### src/rtl/ctrl_bus_if.sv
// Clock/reset bundle shared by pipeline blocks.
// The source side drives the bundle; central is the consuming view.
interface ctrl_bus_if;
    logic clk;
    logic reset;

    modport master  (output clk, output reset);
    modport central (input clk, input reset);
endinterface

### src/rtl/fetch_queue.sv
// Fetch-to-decode instruction buffer.
// A circular buffer of {inst, pc_plus4} pairs sits between fetch and decode.
// Decode sees the oldest entry one cycle after it was pushed; there is no empty bypass.
// A decode redirect (flush_D) drops every queued entry and any same-cycle push.
module fetch_queue #(
    parameter int unsigned DEPTH = 4,
    parameter int unsigned N     = 32
) (
    ctrl_bus_if.central            ctrl_bus,
    input  logic [N-1:0]           inst_F,
    input  logic [N-1:0]           pc_plus4_F,
    input  logic                   push_F,
    output logic                   full_F,
    input  logic                   stall_D,
    input  logic                   flush_D,
    output logic [N-1:0]           inst_D,
    output logic [N-1:0]           pc_plus4_D,
    output logic                   valid_D,
    output logic [$clog2(DEPTH):0] count
);

    localparam int unsigned AW = $clog2(DEPTH);

    typedef logic [AW-1:0] ptr_t;
    typedef logic [AW:0]   cnt_t;

    // Entry layout: inst in the upper half, pc_plus4 in the lower half.
    logic [2*N-1:0] mem [DEPTH];

    ptr_t rd_ptr_q, rd_ptr_d;
    ptr_t wr_ptr_q, wr_ptr_d;
    cnt_t count_q, count_d;

    logic pop;
    logic push_ok;

    // Outputs depend on registered state only.
    assign valid_D    = (count_q != '0);
    assign full_F     = (count_q == cnt_t'(DEPTH));
    assign inst_D     = valid_D ? mem[rd_ptr_q][2*N-1:N] : '0;
    assign pc_plus4_D = valid_D ? mem[rd_ptr_q][N-1:0]   : '0;
    assign count      = count_q;

    // A full queue still takes a push when the head leaves in the same cycle.
    assign pop     = valid_D & ~stall_D & ~flush_D;
    assign push_ok = push_F & ~flush_D & (~full_F | pop);

    // Next-state for pointers and occupancy; flush wins over push, pop and stall.
    always_comb begin
        rd_ptr_d = rd_ptr_q;
        wr_ptr_d = wr_ptr_q;
        count_d  = count_q;
        if (flush_D) begin
            rd_ptr_d = wr_ptr_q;
            count_d  = '0;
        end else begin
            if (push_ok) begin
                wr_ptr_d = wr_ptr_q + ptr_t'(1);
            end
            if (pop) begin
                rd_ptr_d = rd_ptr_q + ptr_t'(1);
            end
            count_d = count_q + cnt_t'(push_ok) - cnt_t'(pop);
        end
    end

    // Pointer and occupancy state, cleared asynchronously by reset.
    always_ff @(posedge ctrl_bus.clk or posedge ctrl_bus.reset) begin
        if (ctrl_bus.reset) begin
            rd_ptr_q <= '0;
            wr_ptr_q <= '0;
            count_q  <= '0;
        end else begin
            rd_ptr_q <= rd_ptr_d;
            wr_ptr_q <= wr_ptr_d;
            count_q  <= count_d;
        end
    end

    // Entry storage; contents need no reset because count gates visibility.
    always_ff @(posedge ctrl_bus.clk) begin
        if (push_ok) begin
            mem[wr_ptr_q] <= {inst_F, pc_plus4_F};
        end
    end

    // Occupancy stays within 0..DEPTH and an empty head reads as a NOP.
    a_count_max: assert property (@(posedge ctrl_bus.clk) disable iff (ctrl_bus.reset)
        count_q <= cnt_t'(DEPTH));
    a_no_underflow: assert property (@(posedge ctrl_bus.clk) disable iff (ctrl_bus.reset)
        !(count_q == '0 && pop));
    a_empty_nop: assert property (@(posedge ctrl_bus.clk) disable iff (ctrl_bus.reset)
        !valid_D |-> (inst_D == '0 && pc_plus4_D == '0));

endmodule
### src/flat_wrapper.sv
// flat-port wrapper written by rule: the top's interface ports become plain ports
module fetch_queue_flat 
#(
    parameter int unsigned DEPTH = 4,
    parameter int unsigned N     = 32
)
  (inst_F, pc_plus4_F, push_F, full_F, stall_D, flush_D, inst_D, pc_plus4_D, valid_D, count, ctrl_bus_clk, ctrl_bus_reset);
  ctrl_bus_if ctrl_bus_i ();
  input  logic [N-1:0] inst_F;
  input  logic [N-1:0] pc_plus4_F;
  input  logic push_F;
  output logic full_F;
  input  logic stall_D;
  input  logic flush_D;
  output logic [N-1:0] inst_D;
  output logic [N-1:0] pc_plus4_D;
  output logic valid_D;
  output logic [$clog2(DEPTH):0] count;
  input wire logic [$bits(ctrl_bus_i.clk)-1:0] ctrl_bus_clk;
  input wire logic [$bits(ctrl_bus_i.reset)-1:0] ctrl_bus_reset;
  assign ctrl_bus_i.clk = ctrl_bus_clk;
  assign ctrl_bus_i.reset = ctrl_bus_reset;
  fetch_queue #(.DEPTH(DEPTH), .N(N)) u_core (.ctrl_bus(ctrl_bus_i), .inst_F(inst_F), .pc_plus4_F(pc_plus4_F), .push_F(push_F), .full_F(full_F), .stall_D(stall_D), .flush_D(flush_D), .inst_D(inst_D), .pc_plus4_D(pc_plus4_D), .valid_D(valid_D), .count(count));
endmodule
### config.mk
export PLATFORM = sky130hd
export DESIGN_NAME = fetch_queue_flat
export DESIGN_NICKNAME = d
export VERILOG_FILES = /design/src/rtl/ctrl_bus_if.sv /design/src/rtl/fetch_queue.sv /design/src/flat_wrapper.sv
export SDC_FILE = /design/constraint.sdc
export NUM_CORES = 1
export LEC_CHECK = 0
export CAP_MARGIN = 0
export CORE_ASPECT_RATIO = 0.5
export CORE_UTILIZATION = 42
export DETAILED_ROUTE_END_ITERATION = 8
export HOLD_SLACK_MARGIN = 0.06
export PLACE_DENSITY = 0.7
export SYNTH_ARGS = -nofsm -noshare
export SYNTH_HDL_FRONTEND = slang
export SYNTH_SLANG_ARGS = --single-unit
export TNS_END_PERCENT = 5
### constraint.sdc
create_clock -name ctrl_bus_clk -period 2.9 [get_ports ctrl_bus_clk]
set_input_delay 0.58 -clock ctrl_bus_clk [delete_from_list [all_inputs] [get_ports ctrl_bus_clk]]
set_output_delay 0.58 -clock ctrl_bus_clk [all_outputs]
set_load 0.05 [all_outputs]
==> impl_results.md, run 1 <==
* Status: finished, final reports clean
* Capture point of the worst path: inst_D[31]
* N_diodes at 0
* Tcrit/Tclk final at 0.957
* Clock-pin slew on the worst setup and hold paths at 0.07 ns
* Clock Skew at 0.00745 ns
* Vias per cell at 5.14
* DRT iter0 DRCs at 293
* Final #Nets at 696
* R2R Setup Slk at 0.50 ns
* Worst slew pin tran at 0.505 ns
* RSZ-0062 raised after global routing: no
* Commonest non-fill, non-tap cell in the layout: edfxtp_1
* Row count at 39
* Worst Setup SP: u_core.rd_ptr_q[1]
* Ranking of synthesized cells by area: edfxtp_1 76%, mux4_2 14%, and2_1 4.3%
* Core Box Area at 23300 um2
* R2r endpoint: u_core.count[2]
* Mapped Area at 10100 um2
* Syn avg cell area at 22.4 um2
* CP endpoint kind: primary output
* Minimum clock period at 2.78 ns
* Number of antenna violations at the first check in global routing at 0
* Full die area at 24800 um2
* Psw at 5.11 mW
* Power Dens Cells at 1080 nW/um2
* Fill cells at 1745
* CTS tree: done
* Max-Cap Viols at 0
* Reg power frac at 0.348
* Clk Latency, worst-skew pair at 0.51 ns
* Final setup viols at 0
* RePlAce Congestion at 0.727
* # H-tree levels at 1
* Internal at 8.78 mW
* Synth Register Bits at 263
* Port Buf Inserts at 137
* Area Growth Syn to Fin at 26.2%
* Sw frac at 0.368
* Crit-path max cell delay at 0.69 ns
* Dpl cell area at 12000 um2
* Critical Path Fanout Max at 27
* Layout cell share with drive strength beyond 1 at 0.312
* Rel. slew slack at 0.662
* Fmax achieved at 0.360 GHz
* Number of global-route vias before repair at 5411
* Design Area, Final at 12800 um2
* Commonest non-fill, non-tap cells in the layout: 256 x edfxtp_1, 72 x clkdlybuf4s50_1, 72 x buf_4
* First-pass GRT wire length at 30100 um
* Longest Clk Path Bufs at 3
* DR vias at 4841
* Drt drc at 0
* Congestion Overflow GR at 0
* Worst hold path class: in -> async
* Data arrival time of the worst path at 2.20 ns
* Yosys top cell by area: edfxtp_1
* Initial Utilization at 0.436
* Synth cell types at 26
* Synth warnings at 0
* GRT Overall Usage at 0.160
* VDD IR max at 0.569 mV
* Logic pwr share at 0.421
* Sink Count at 263
* Overall routed net length at 19300 um
* Power share of the clock group at 0.231
* Die Width at 222 um
* Crit-path cells: buf_12 > mux4_2 > and2_1 > buf_4
* Synth top area share at 0.757
* Prevailing post-synth register cell: edfxtp_1
* Cell count of the worst reg-to-reg path at 10
* WS Path Type: reg -> out
* Die height at 112 um
* CP max stage cell: dfrtp_4
* CTS root buffer: clkbuf_16
* Detailed placement HPWL at 11900 um
* FFs w/ async S/R, synth at 0.0266
* Synthesized Nets at 530
* Leak Pwr at 4.37 nW
* Slew Limit Fails at 0
* Mapped Cells at 454
* Setup TNS at 0 ns
* DR pass1 iterations at 4
* Final antenna-violating net count at 0
* EDFF count, synth at 256
* Worst setup SP type: register
* Reg2reg start: u_core.count[2]
* WL/cell at 20.5 um
* Final hold vios at 0
* Post-synthesis sequential area ratio at 0.775
* Pin count of the biggest net entering global routing at 59
* CTS Buf Count at 24
* IO Pins at 138
* Worst endpoint required time at 2.32 ns
==> per-layer routing <==
metal / global-route usage / up-vias / wire length, um
li1: - / 2168 / -
met1: 0.199 / 2564 / 8170
met2: 0.291 / 77 / 10200
met3: 0.0288 / 32 / 531
met4: 0.0412 / 0 / 370
met5: 0 / - / 0
==> cells by family (layout without fill, tap and decap cells) <==
logic type                 count (synthesis)  after routing  synth area share
buffers and inverters                     30            211            0.0181
xor gates and xnor gates                   2              2           0.00173
adders and majority gates                  7              7           0.00937
muxes                                     65             65             0.143
DFF                                      263            263             0.775
AOI/OAI and AO/OA                          5              5           0.00308
and+or+nand+nor                           82             82            0.0498
==> final cells by class <==
| cell class | count | area [um2] | area share |
|---|---|---|---|
| Clock inverter | 13 | 160 | 0.0125 |
| Multi-Input combinational cell | 161 | 2120 | 0.165 |
| Inverter | 8 | 30.0 | 0.00234 |
| Timing Repair Buffer | 162 | 1610 | 0.126 |
| Clock buffer | 28 | 637 | 0.0497 |
| Tap cell | 307 | 384 | 0.0300 |
| Sequential cell | 263 | 7870 | 0.614 |
==> critical path: cells and delay by family (launching register included) <==
kind          cells  cell delay (ns)
flops             1             0.69
buf+inv           2             0.47
mux               1             0.32
simple gates      1             0.19
==> timing repair <==
action	CTS	global route
hold buffers	0	0
setup endpoints to repair	48	1
buffers inserted	3	0
cloned	0	0
resized for setup	0	1
==> power by group through the flow <==
stage               Sequential [mW]  Combinational [mW]  Clock [mW]
finish                         4.84                5.84        3.21
global route                   4.88                6.16        3.42
CTS                            4.85                5.96        3.29
detailed placement             5.00                5.83           0
global placement               4.97                5.79           0
floorplan                      4.84                4.13           0
==> Yosys cell counts, drive strengths merged (2+ instances only) <==
library cell,instances
mux4,64
dfrtp,7
or3,2
edfxtp,256
buf,13
inv,8
nor3,3
nor2,4
ha,6
clkbuf,9
nand2b,2
and2,69
a31oi,2
o21ai,2
==> worst min-delay path by stage <==
stage,from,end,depth (start not counted)
floorplan,ctrl_bus_reset,u_core.count[0],1
global placement,u_core.wr_ptr_q[1],u_core.wr_ptr_q[1],1
detailed placement,u_core.wr_ptr_q[1],u_core.rd_ptr_q[1],2
CTS,ctrl_bus_reset,u_core.count[2],2
global route,ctrl_bus_reset,u_core.count[1],2
finish,ctrl_bus_reset,u_core.count[2],2
==> registers in the layout, indices dropped and copies added, names as in the netlist <==
name	flops
u_core.rd_ptr_q	2
u_core.count	3
u_core.wr_ptr_q	2
u_core.mem	256
==> metrics by stage <==
step / worst slack [ns] / instances / hold WS [ns] / power [mW] / utilization
2_1_floorplan: -0.418 / 454 / 0.383 / 8.97 / -
3_3_place_gp: 0.224 / 898 / 0.600 / 10.8 / 0.515
3_5_place_dp: 0.104 / 898 / 0.601 / 10.8 / 0.515
4_1_cts: 0.0729 / 942 / 0.303 / 14.1 / 0.550
5_1_grt: 0.0397 / 942 / 0.359 / 14.5 / 0.550
6_report: 0.124 / 942 / 0.308 / 13.9 / 0.550
Power figures use the tool's default switching activity.
==> inputs of run 2 (changes only) <==
--- a/config.mk
+++ b/config.mk
@@ -9,7 +9,8 @@
 export CORE_ASPECT_RATIO = 0.5
 export CORE_UTILIZATION = 42
 export DETAILED_ROUTE_END_ITERATION = 8
-export HOLD_SLACK_MARGIN = 0.06
+export HOLD_SLACK_MARGIN = 0.15
+export MAX_ROUTING_LAYER = met4
 export PLACE_DENSITY = 0.7
 export SYNTH_ARGS = -nofsm -noshare
 export SYNTH_HDL_FRONTEND = slang
==> impl_results.md, run 2 (synthesis results as in run 1) <==
* CTS root buffer: clkbuf_16
* DR vias at 4801
* Final hold vios at 0
* Worst endpoint required time at 2.32 ns
* N_diodes at 0
* Worst hold path class: in -> async
* Final antenna-violating net count at 0
* Tcrit/Tclk final at 0.956
* IO Pins at 138
* Worst Path Buf+Inv at 2
* Congestion Overflow GR at 0
* Pin count of the biggest net entering global routing at 59
* WL/cell at 20.5 um
* Power, Total at 13.9 mW
* Full die area at 24800 um2
* Crit-path cells: buf_12 > mux4_2 > and2_1 > buf_4
* CP max stage cell: dfrtp_4
* RePlAce Congestion at 0.736
* Die height at 112 um
* Minimum clock period at 2.77 ns
* Leak Pwr at 4.37 nW
* Number of global-route vias before repair at 5404
* Crit-path max cell delay at 0.70 ns
* Area Growth Syn to Fin at 26.2%
* Initial Utilization at 0.436
* DRT iter0 DRCs at 300
* Commonest non-fill, non-tap cell in the layout: edfxtp_1
* Sink Count at 263
* Setup TNS at 0 ns
* Top Family by Delay on Critical Path: flip-flops
* Rel. slew slack at 0.662
* Final setup viols at 0
* Worst slew pin tran at 0.506 ns
* Row count at 39
* Number of antenna violations at the first check in global routing at 0
* Data arrival time of the worst path at 2.19 ns
* Top reg by flops: u_core.mem
* Commonest non-fill, non-tap cells in the layout: 256 x edfxtp_1, 72 x clkdlybuf4s50_1, 72 x buf_4
* Max-Cap Viols at 0
* Detailed placement HPWL at 11900 um
* Worst hold slack at 0.310 ns
* # H-tree levels at 1
* Clk Latency, worst-skew pair at 0.51 ns
* Critical Path Fanout Max at 27
* VDD IR max at 0.572 mV
* Max reg flops at 256
* First-pass GRT wire length at 30200 um
* CP endpoint kind: primary output
* Fmax achieved at 0.361 GHz
* CTS Buf Count at 24
* Port Buf Inserts at 137
* Core Box Area at 23300 um2
* Die Width at 222 um
* Final #Nets at 696
* Layout cell share with drive strength beyond 1 at 0.312
* RSZ-0062 raised after global routing: no
* Clock-pin slew on the worst setup and hold paths at 0.07 ns
* CTS Hold Bufs at 0
* WS Path Type: reg -> out
* Slew Limit Fails at 0
* CTS tree: done
* Vias per cell at 5.10
* Clock Skew at 0.00752 ns
* Longest Clk Path Bufs at 3
* Overall routed net length at 19300 um
* Power Dens Cells at 1080 nW/um2
* Drt drc at 0
* Status: finished, final reports clean
* GRT Overall Usage at 0.165
* Worst setup SP type: register
* DR pass1 iterations at 4
==> run 2: cell counts in the layout (fill, tap and decap cells not counted) <==
No cell type changed its count.
==> run 2: final timing paths <==
check                                           to                from  slack, ns  cells after the start
worst max register to register     u_core.count[2]     u_core.count[2]       0.50                     10
worst max-delay path                    inst_D[31]  u_core.rd_ptr_q[1]       0.13                      4
worst min-delay path               u_core.count[2]      ctrl_bus_reset       0.31                      2
min in group ctrl_bus_clk       u_core.wr_ptr_q[1]  u_core.wr_ptr_q[1]       0.62                      1
max in group asynchronous       u_core.rd_ptr_q[1]      ctrl_bus_reset       2.33                      2
worst min register to register  u_core.wr_ptr_q[1]  u_core.wr_ptr_q[1]       0.62                      1
==> run 2: layout make-up <==
type                       instances  area, um2
sequential                       263       7870
clock inverter                    13        160
clock buffer                      28        637
inverter                           8       30.0
tap                              307        384
multi-input combinational        161       2120
fill                            1745      10500
timing repair buffer             162       1610
==> run 2: worst register-to-register path: stages, from the launching register on <==
cell	delay (ns)
dfrtp_1	0.43
nor3_2	0.39
nor3_1	0.10
ha_1	0.29
inv_1	0.06
ha_1	0.13
inv_1	0.06
fa_1	0.42
xor2_1	0.17
and2_1	0.17
nor3_1	0.12
==> run 2: what timing repair did <==
item                                    4_1_cts  5_1_grt
gates resized for setup                       0        1
setup buffers                                 3        0
hold endpoints to repair                      0        0
endpoints found under the setup margin       48        1
==> run 2: stage by stage <==
| step | area (um2) | worst slack (ns) | util | std cells |
|---|---|---|---|---|
| after global placement | 12000 | 0.224 | 0.515 | 898 |
| after floorplan | 10200 | -0.418 | - | 454 |
| final | 12800 | 0.129 | 0.550 | 942 |
| after detailed placement | 12000 | 0.104 | 0.515 | 898 |
| after CTS | 12800 | 0.0729 | 0.550 | 942 |
| after global routing | 12800 | 0.0397 | 0.550 | 942 |
==> run 2: per-layer routing <==
layer,GRT usage,share of wire
met5,-,0
met1,0.201,0.43
met4,0.0412,0.019
met3,0.0277,0.026
met2,0.291,0.53
==> run 2: power breakdown <==
| part | switching, mW | internal [mW] | leakage, nW |
|---|---|---|---|
| Clock | 1.30 | 1.92 | 0.394 |
| Sequential | 0.221 | 4.62 | 2.41 |
| Combinational | 3.60 | 2.25 | 1.57 |
| Total | 5.11 | 8.78 | 4.37 |
